$ cat config.mk
export PLATFORM = sky130hd
export DESIGN_NAME = mem_stage_pipelined
export DESIGN_NICKNAME = d
export VERILOG_FILES = /design/src/rtl/mem_stage_pipelined.sv
export SDC_FILE = /design/constraint.sdc
export NUM_CORES = 1
export LEC_CHECK = 0
export CAP_MARGIN = 20
export CORE_ASPECT_RATIO = 0.9
export CORE_UTILIZATION = 42
export CTS_CLUSTER_DIAMETER = 30
export CTS_CLUSTER_SIZE = 24
export DETAILED_ROUTE_END_ITERATION = 10
export GPL_TIMING_DRIVEN = 0
export PLACE_DENSITY = 0.81
export SLEW_MARGIN = 20
export SYNTH_ARGS = -nofsm -noshare
export SYNTH_HDL_FRONTEND = slang
export SYNTH_SLANG_ARGS = --single-unit
$ cat constraint.sdc
create_clock -name clk -period 2.4 [get_ports clk]
set_clock_uncertainty 0.05 [all_clocks]
set_input_delay 0.24 -clock clk [delete_from_list [all_inputs] [get_ports clk]]
set_output_delay 0.24 -clock clk [all_outputs]
set_load 0.02 [all_outputs]
$ cat src/rtl/mem_stage_pipelined.sv
// mem_stage_pipelined: handshaked memory-access stage between EX and WB.
// Holds one instruction, issues a multi-cycle data-cache request, then
// extracts/extends load data, and presents the result to WB.
// Optional feature: define MEM_MISALIGN_TRAP_EN to trap misaligned or
// illegal-size accesses instead of aligning them down.
module mem_stage_pipelined #(
    parameter int unsigned DATA_WIDTH = 32,
    parameter int unsigned ADDR_WIDTH = 32
) (
    input  logic                    clk,
    input  logic                    rst,
    input  logic                    in_valid,
    output logic                    in_ready,
    input  logic                    in_read,
    input  logic                    in_write,
    input  logic [2:0]              in_funct3,
    input  logic [ADDR_WIDTH-1:0]   in_addr,
    input  logic [DATA_WIDTH-1:0]   in_wdata,
    input  logic [4:0]              in_rd,
    input  logic [ADDR_WIDTH-1:0]   in_pc,
    input  logic                    flush,
    output logic [ADDR_WIDTH-1:0]   data_addr,
    output logic                    data_read,
    output logic                    data_write,
    output logic [DATA_WIDTH/8-1:0] data_mbe,
    output logic [DATA_WIDTH-1:0]   data_wdata,
    input  logic [DATA_WIDTH-1:0]   data_rdata,
    input  logic                    data_resp,
    output logic                    out_valid,
    input  logic                    out_ready,
    output logic [DATA_WIDTH-1:0]   out_data,
    output logic [4:0]              out_rd,
    output logic [ADDR_WIDTH-1:0]   out_pc,
    output logic                    out_trap
);
    localparam int unsigned BYTES = DATA_WIDTH / 8;
    localparam int unsigned OFS   = $clog2(BYTES);

    typedef enum logic [1:0] {IDLE, REQ, DONE} state_t;

    state_t              state, state_nxt;
    logic                kill;
    logic [1:0]          r_size;
    logic [OFS-1:0]      r_ofs;
    logic                r_zext;
    logic                r_load;

    logic [1:0]          size_c, eff_size_c;
    logic [OFS-1:0]      ofs_c, eff_ofs_c, low_mask_c;
    logic                illegal_c, misaligned_c, trap_c, mem_op_c;
    logic                accept_c, go_req_c;
    logic [7:0]          base_mask_c;
    logic [DATA_WIDTH-1:0] sh_c, mask_c, ext_c;
    logic                sign_c;

    assign in_ready = (state == IDLE);

    // Decode size, alignment and trap condition of the incoming instruction
    always_comb begin
        size_c       = in_funct3[1:0];
        ofs_c        = in_addr[OFS-1:0];
        illegal_c    = (size_c == 2'd3) && (DATA_WIDTH != 64);
        eff_size_c   = illegal_c ? 2'd2 : size_c;
        low_mask_c   = OFS'(4'(4'd1 << eff_size_c) - 4'd1);
        misaligned_c = (ofs_c & low_mask_c) != '0;
        mem_op_c     = in_read | in_write;
`ifdef MEM_MISALIGN_TRAP_EN
        trap_c       = mem_op_c && (illegal_c || misaligned_c);
        eff_ofs_c    = ofs_c;
`else
        trap_c       = 1'b0;
        eff_ofs_c    = misaligned_c ? (ofs_c & ~low_mask_c) : ofs_c;
`endif
        accept_c     = (state == IDLE) && in_valid && !flush;
        go_req_c     = mem_op_c && !trap_c;
        case (eff_size_c)
            2'd0:    base_mask_c = 8'h01;
            2'd1:    base_mask_c = 8'h03;
            2'd2:    base_mask_c = 8'h0F;
            default: base_mask_c = 8'hFF;
        endcase
    end

    // Shift the addressed lanes down and sign/zero-extend to the data width
    always_comb begin
        sh_c = data_rdata >> {r_ofs, 3'b000};
        case (r_size)
            2'd0:    begin mask_c = DATA_WIDTH'(8'hFF);         sign_c = sh_c[7];  end
            2'd1:    begin mask_c = DATA_WIDTH'(16'hFFFF);      sign_c = sh_c[15]; end
            2'd2:    begin mask_c = DATA_WIDTH'(32'hFFFF_FFFF); sign_c = sh_c[31]; end
            default: begin mask_c = '1;                         sign_c = sh_c[DATA_WIDTH-1]; end
        endcase
        ext_c = (sh_c & mask_c) | ((sign_c && !r_zext) ? ~mask_c : '0);
    end

    // Next-state logic
    always_comb begin
        state_nxt = state;
        case (state)
            IDLE: if (accept_c) state_nxt = go_req_c ? REQ : DONE;
            REQ:  if (data_resp) state_nxt = (kill || flush) ? IDLE : DONE;
            DONE: if (flush || out_ready) state_nxt = IDLE;
            default: state_nxt = IDLE;
        endcase
    end

    // State, result-valid and sticky kill registers
    always_ff @(posedge clk) begin
        if (rst) begin
            state     <= IDLE;
            out_valid <= 1'b0;
            kill      <= 1'b0;
        end else begin
            state     <= state_nxt;
            out_valid <= (state_nxt == DONE);
            kill      <= (state == REQ) && !data_resp && (kill || flush);
        end
    end

    // Capture the instruction on accept, drop strobes and load data on resp
    always_ff @(posedge clk) begin
        if (rst) begin
            data_read  <= 1'b0;
            data_write <= 1'b0;
            data_addr  <= '0;
            data_mbe   <= '0;
            data_wdata <= '0;
            out_data   <= '0;
            out_rd     <= '0;
            out_pc     <= '0;
            out_trap   <= 1'b0;
            r_size     <= '0;
            r_ofs      <= '0;
            r_zext     <= 1'b0;
            r_load     <= 1'b0;
        end else if (accept_c) begin
            out_rd     <= in_rd;
            out_pc     <= in_pc;
            out_data   <= DATA_WIDTH'(in_addr);
            out_trap   <= trap_c;
            r_size     <= eff_size_c;
            r_ofs      <= eff_ofs_c;
            r_zext     <= in_funct3[2];
            r_load     <= in_read;
            data_read  <= in_read && go_req_c;
            data_write <= in_write && go_req_c;
            if (go_req_c) begin
                data_addr  <= {in_addr[ADDR_WIDTH-1:OFS], OFS'(0)};
                data_mbe   <= BYTES'(base_mask_c) << eff_ofs_c;
                data_wdata <= in_wdata << {eff_ofs_c, 3'b000};
            end
        end else if ((state == REQ) && data_resp) begin
            data_read  <= 1'b0;
            data_write <= 1'b0;
            if (r_load) out_data <= ext_c;
        end
    end

endmodule

## Word-level counts from Yosys, hierarchy flattened

Cells that the tools add are included.
Widths: inputs -> output; s select.

| word-level totals | value |
|---|---|
| register bits | 147 |
| bits of input ports | 144 |
| output and inout bits | 142 |
| word-level logic and storage cells | 73 |

| cells by class | value |
|---|---|
| add/sub/neg operators | 1 |
| equal/unequal tests | 7 |
| shift operators | 4 |
| mux-type cells | 18 |
| bitwise gates (word level) | 7 |
| reduce and logical (&&, ||, !) cells | 21 |

Operator list:

| cell | number |
|---|---|
| $mux 32 | 4 |
| $pmux 32 s2 | 1 |
| $and 32x32->32 | 1 |
| $not 32->32 | 1 |
| $or 32x32->32 | 1 |
| $shl 32x5->32 | 1 |
| $shr 32x5->32 | 1 |
| $mux 2 | 7 |
| $pmux 4 s3 | 1 |
| $eq 2x2->1 const B | 4 |
| $logic_and 1x1->1 | 8 |
| $eq 2x1->1 const B | 3 |
| $logic_not 2->1 | 3 |
| $pmux 2 s3 | 1 |
| $reduce_bool 2->1 | 3 |
| $and 2x2->2 | 2 |
| $reduce_and 2->1 | 2 |
| $shl 4x2->4 | 1 |
| $logic_not 1->1 | 3 |
| $mux 1 | 3 |
| $logic_or 1x1->1 | 2 |
| $not 2->2 | 1 |
| $pmux 1 s2 | 1 |
| $shl 1x2->2 const A | 1 |
| 2 further kinds | 2 |

## Depth between registers and ports, before layout

| depth | value |
|---|---|
| word-level depth | 8 |
| mapped depth | 7 |
| gate-level depth less buffers | 5 |

## Worst setup path after synthesis

No wires, ideal clock.

| path | value |
|---|---|
| path type | reg-to-reg |
| start point | reg state[1] |
| end point | reg data_wdata[24] |
| setup time | 0.070 ns |
| arrival | 1.671 ns |
| required time | 2.280 ns |
| path slack | 0.608 ns |
| cell stages (with the launch flop) | 7 |
| buffers on the path | 1 |
| period minus slack after synthesis | 1.792 ns |
| cell sequence | dfxtp_1 -> nor2_1 -> nand3b_1 -> nor2_2 -> buf_2 -> o211ai_1 -> a21oi_1 |

| on the way | value |
|---|---|
| longest elaborated chain between the ends | 4 |

RTL lines:

| what | line | text |
|---|---|---|
| start: declaration | 41 | `state_t state, state_nxt;` |
| start signal: assignment | 114 | `state <= state_nxt;` |
| $logic_not 2->1 | -- |  |
| named net in_ready | 13 | `output logic in_ready,` |
| $logic_and 1x1->1 (2 in series) | 74 | `accept_c = (state == IDLE) && in_valid && !flush;` |
| $reduce_and 2->1 (no source line) | -- |  |
| end signal: assignment | 150 | `data_wdata <= in_wdata << {eff_ofs_c, 3'b000};` |
| end: declaration | 26 | `output logic [DATA_WIDTH-1:0] data_wdata,` |

The timed path passes the listed nets, and every way through them passes these cells.
A chain may end at the register's enable or synchronous reset.

## Worst setup path after layout

| path | value |
|---|---|
| start point | in in_funct3[1] |
| end point | reg data_wdata[15] |

| on the way | value |
|---|---|
| longest elaborated chain between the ends | 8 |
| elaborated cells between the ends (all ways) | 10 |
| those cells by class | add/sub: 1; eq/ne: 1; shift: 2; mux: 2; bitwise: 3; reduce/logical: 1 |

RTL lines:

| what | line | text |
|---|---|---|
| start: declaration | 16 | `input logic [2:0] in_funct3,` |
| $eq 2x2->1 | 62 | `illegal_c = (size_c == 2'd3) && (DATA_WIDTH != 64);` |
| $mux 2 (*) | 63 | `eff_size_c = illegal_c ? 2'd2 : size_c;` |
| $shl 1x2->2 (*) | 64 | `low_mask_c = OFS'(4'(4'd1 << eff_size_c) - 4'd1);` |
| $sub 2x1->2 (*) | 64 |  |
| $and 2x2->2 / $not 2->2 (equally long branches) | 65, 72 |  |
| $reduce_bool 2->1 / $and 2x2->2 (equally long branches) | 65, 72 |  |
| $mux 2 (*) | 72 | `eff_ofs_c = misaligned_c ? (ofs_c & ~low_mask_c) : ofs_c;` |
| $shl 32x5->32 (*) | 150 |  |

Every way passes the cells marked *; elsewhere a longest branch is shown, timed or not.

==> metrics.yaml <==
drt:
  via_per_inst: 5.38
  wire_per_inst_um: 19.0
  met3WireLength_um: 2470
  drc: 0
  routed.top_layer: "met4"
  vias: 6836
  drt_iter0_drc: 511
  route.met2.wl_um: 11700
  met1Wirelength_um: 9280
  postRouteAntennaNets: 0
  wl_um: 24100
  first_pass_iters: 5
setup_path:
  worst-endpoint-required_ns: 2.64
  end_kind: "flip-flop"
  crit_arrival_ns: 2.38
  startpoint_type: "input port"
  worst-setup-path-type: "in2reg"
  worstPathMaxFanout: 10
  cp-startpoint: "in_funct3[1]"
  r2r-start: "state[1]$_SDFF_PP0_"
finish:
  regArea_um2: 2940
  fin_nets: 1209
  area_growth_pct: 58.8
  fin_util_pct: 69.4
  nFillCells: 1216
  antennaDiodeCount: 0
  layout_common_cells: "clkdlybuf4s50_1, nand2_1, dfxtp_1, a21oi_1, nor2_1"
  multi_input_area_um2: 3020
  final_cells: 1270
  drive_gt1_share_pct: 7.15
  mostFrequentLayoutCell: "clkdlybuf4s50_1"
synthesis:
  syn_avg_cell_area_um2: 8.17
  synth_cell_type_count: 39
  synth-edff-count: 0
  ys_top_cells_by_area: "dfxtp_1, nand2_1, a21oi_1"
  synth_seq_cells: 147
  async_flop_share_pct: 0
  yosysTopAreaCellShare_pct: 47.2
  synthCells: 763
  ys_seq_area_share_pct: 47.2
  synth-main-ff-cell: "dfxtp_1"
  mappedNetlistArea_um2: 6230
  ys_warn_count: 0
  yosysTopAreaCell: "dfxtp_1"
floorplanning:
  core_area_um2: 14300
  die_h_um: 118
  io_pins: 286
  die_area_um2: 15300
  start_util_pct: 43.7
  rows: 41
  die_w_um: 130
clock_network:
  cts-hold-fix-buffers: 0
  cts_buffer_depth: 2
  cts_resized: 0
  cts_tree: "built"
  cts_sinks: 147
  clkTransAtPathRegs_ns: 0.06
  post_cts_buffers: 0
  htreeDepth: 4
  cts_buffers: 17
  root_buffer: "clkbuf_16"
  clk-insertion-delay-late_ns: 0.42
global_routing:
  gr-usage-all-layers_pct: 31.1
  grt_pass1_wl_um: 36000
  antenna_found_initial: 0
  overflow: 0
  first_global_vias: 6607
  grt_start_max_net_pins: 17
pwr:
  seqPwrFrac_pct: 40.2
  vdd_drop_max_uv: 518
  clkPwrFrac_pct: 41.5
  power.leakage_uw: 0.00345
  power.switching_uw: 1700
  internal-power_uw: 4850
  switching_share_pct: 26.0
  power_density_nw_per_um2: 662
  combinationalPowerShare_pct: 18.3
sta:
  rsz0062_at_grt: "no"
  drv_slew: 0
  period_minus_slack_ns: 2.13
  timing.slew.headroom_pct: 47.8
  period_share_pct: 88.9
  fmax_ghz: 0.469
  setup_violations: 0
  hold_violations: 0
  tightest_slew_ns: 0.783
flow_run:
  maxCapViolCount: 0
min_path:
  holdCritStartpoint: "in_rd[0]"
  min_path_type: "in2reg"
placement:
  place_hpwl_um: 18400
  port_buffers: 281
  placed_cells: 1239
  gp_congestion: 0.948
outcome:
  outcome: "completed"
per-stage QoR:
stage / TNS [ns] / worst slack, ns / hold slack [ns] / instance area (um2) / total power, uW
after floorplan: 0 / 0.608 / 0.326 / 6240 / 3220
after global placement: -0.370 / -0.102 / 0.391 / 9300 / 3850
after detailed placement: -0.671 / -0.126 / 0.396 / 9300 / 3870
after CTS: 0 / 0.284 / 0.307 / 9900 / 6570
after global routing: 0 / 0.114 / 0.319 / 9900 / 6780
final: 0 / 0.267 / 0.317 / 9900 / 6550
synthesized netlist by cell type (2+ instances only):
cell / n
o221ai_1: 3
dfxtp_1: 147
and2_1: 3
a22oi_1: 24
a221oi_1: 7
buf_1: 3
o22ai_1: 12
nor3_1: 13
mux2i_1: 24
a31oi_1: 3
o21ai_0: 19
clkbuf_1: 37
nand3b_1: 2
a21oi_1: 99
nor2_1: 59
nand2_1: 192
o211ai_1: 10
a211oi_1: 37
buf_2: 18
nor2b_1: 10
buf_4: 5
mux2_2: 17
nand2b_1: 3
path summary, 6_finish.rpt:
path	endpoint	slack, ns	cells after the start
max	data_wdata[15]$_SDFFE_PP0P_	0.27	6
min	out_rd[0]$_SDFFE_PP0N_	0.32	3
max reg2reg	data_wdata[31]$_SDFFE_PP0P_	0.28	6
min reg2reg	out_rd[1]$_SDFFE_PP0N_	0.40	2
registers in the layout, summed over array words and instances (netlist names):
register and count:
r_load 1, kill 1, out_pc 32, r_ofs 2
data_read 1, out_data 32, r_zext 1, data_wdata 32
data_write 1, r_size 2, out_rd 5, data_mbe 4
state 2, out_valid 1, data_addr 30
metal layers:
layer	up-vias	track usage, %
li1	3250	-
met1	3190	36.0
met2	343	52.6
met3	53	10.3
met4	0	11.9
met5	-	0
power groups by stage:
stage / combinational [uW] / sequential [uW] / clock, uW
floorplan: 396 / 2820 / 0
global placement: 1170 / 2680 / 0
detailed placement: 1180 / 2680 / 0
CTS: 1190 / 2630 / 2750
global route: 1270 / 2650 / 2860
finish: 1200 / 2630 / 2720
cell families after synthesis:
family / count (synthesis) / share of synthesized area, %
xor+xnor: 1 / 0.141
flops: 147 / 47.2
buf+inv: 64 / 4.52
simple gates: 291 / 19.6
other cells: 1 / 0.0601
compound gates: 218 / 21.6
mux: 41 / 6.92
layout make-up:
class	count	share of cell area [%]
plain buffers	63	2.81
clock buffers	22	4.79
clock inverters	9	1.30
inverters	1	0.0379
multi-input cells	554	30.5
flip-flops and latches	147	29.7
well taps	193	2.44
repair buffers	281	28.4
worst max-delay path, cell delays in order:
cell	delay (ns)
clkdlybuf4s50_1	0.55
nor3b_2	0.63
buf_2	0.36
mux2_2	0.37
a22oi_1	0.16
nor2_1	0.06
(Power assumes the default switching activity.)
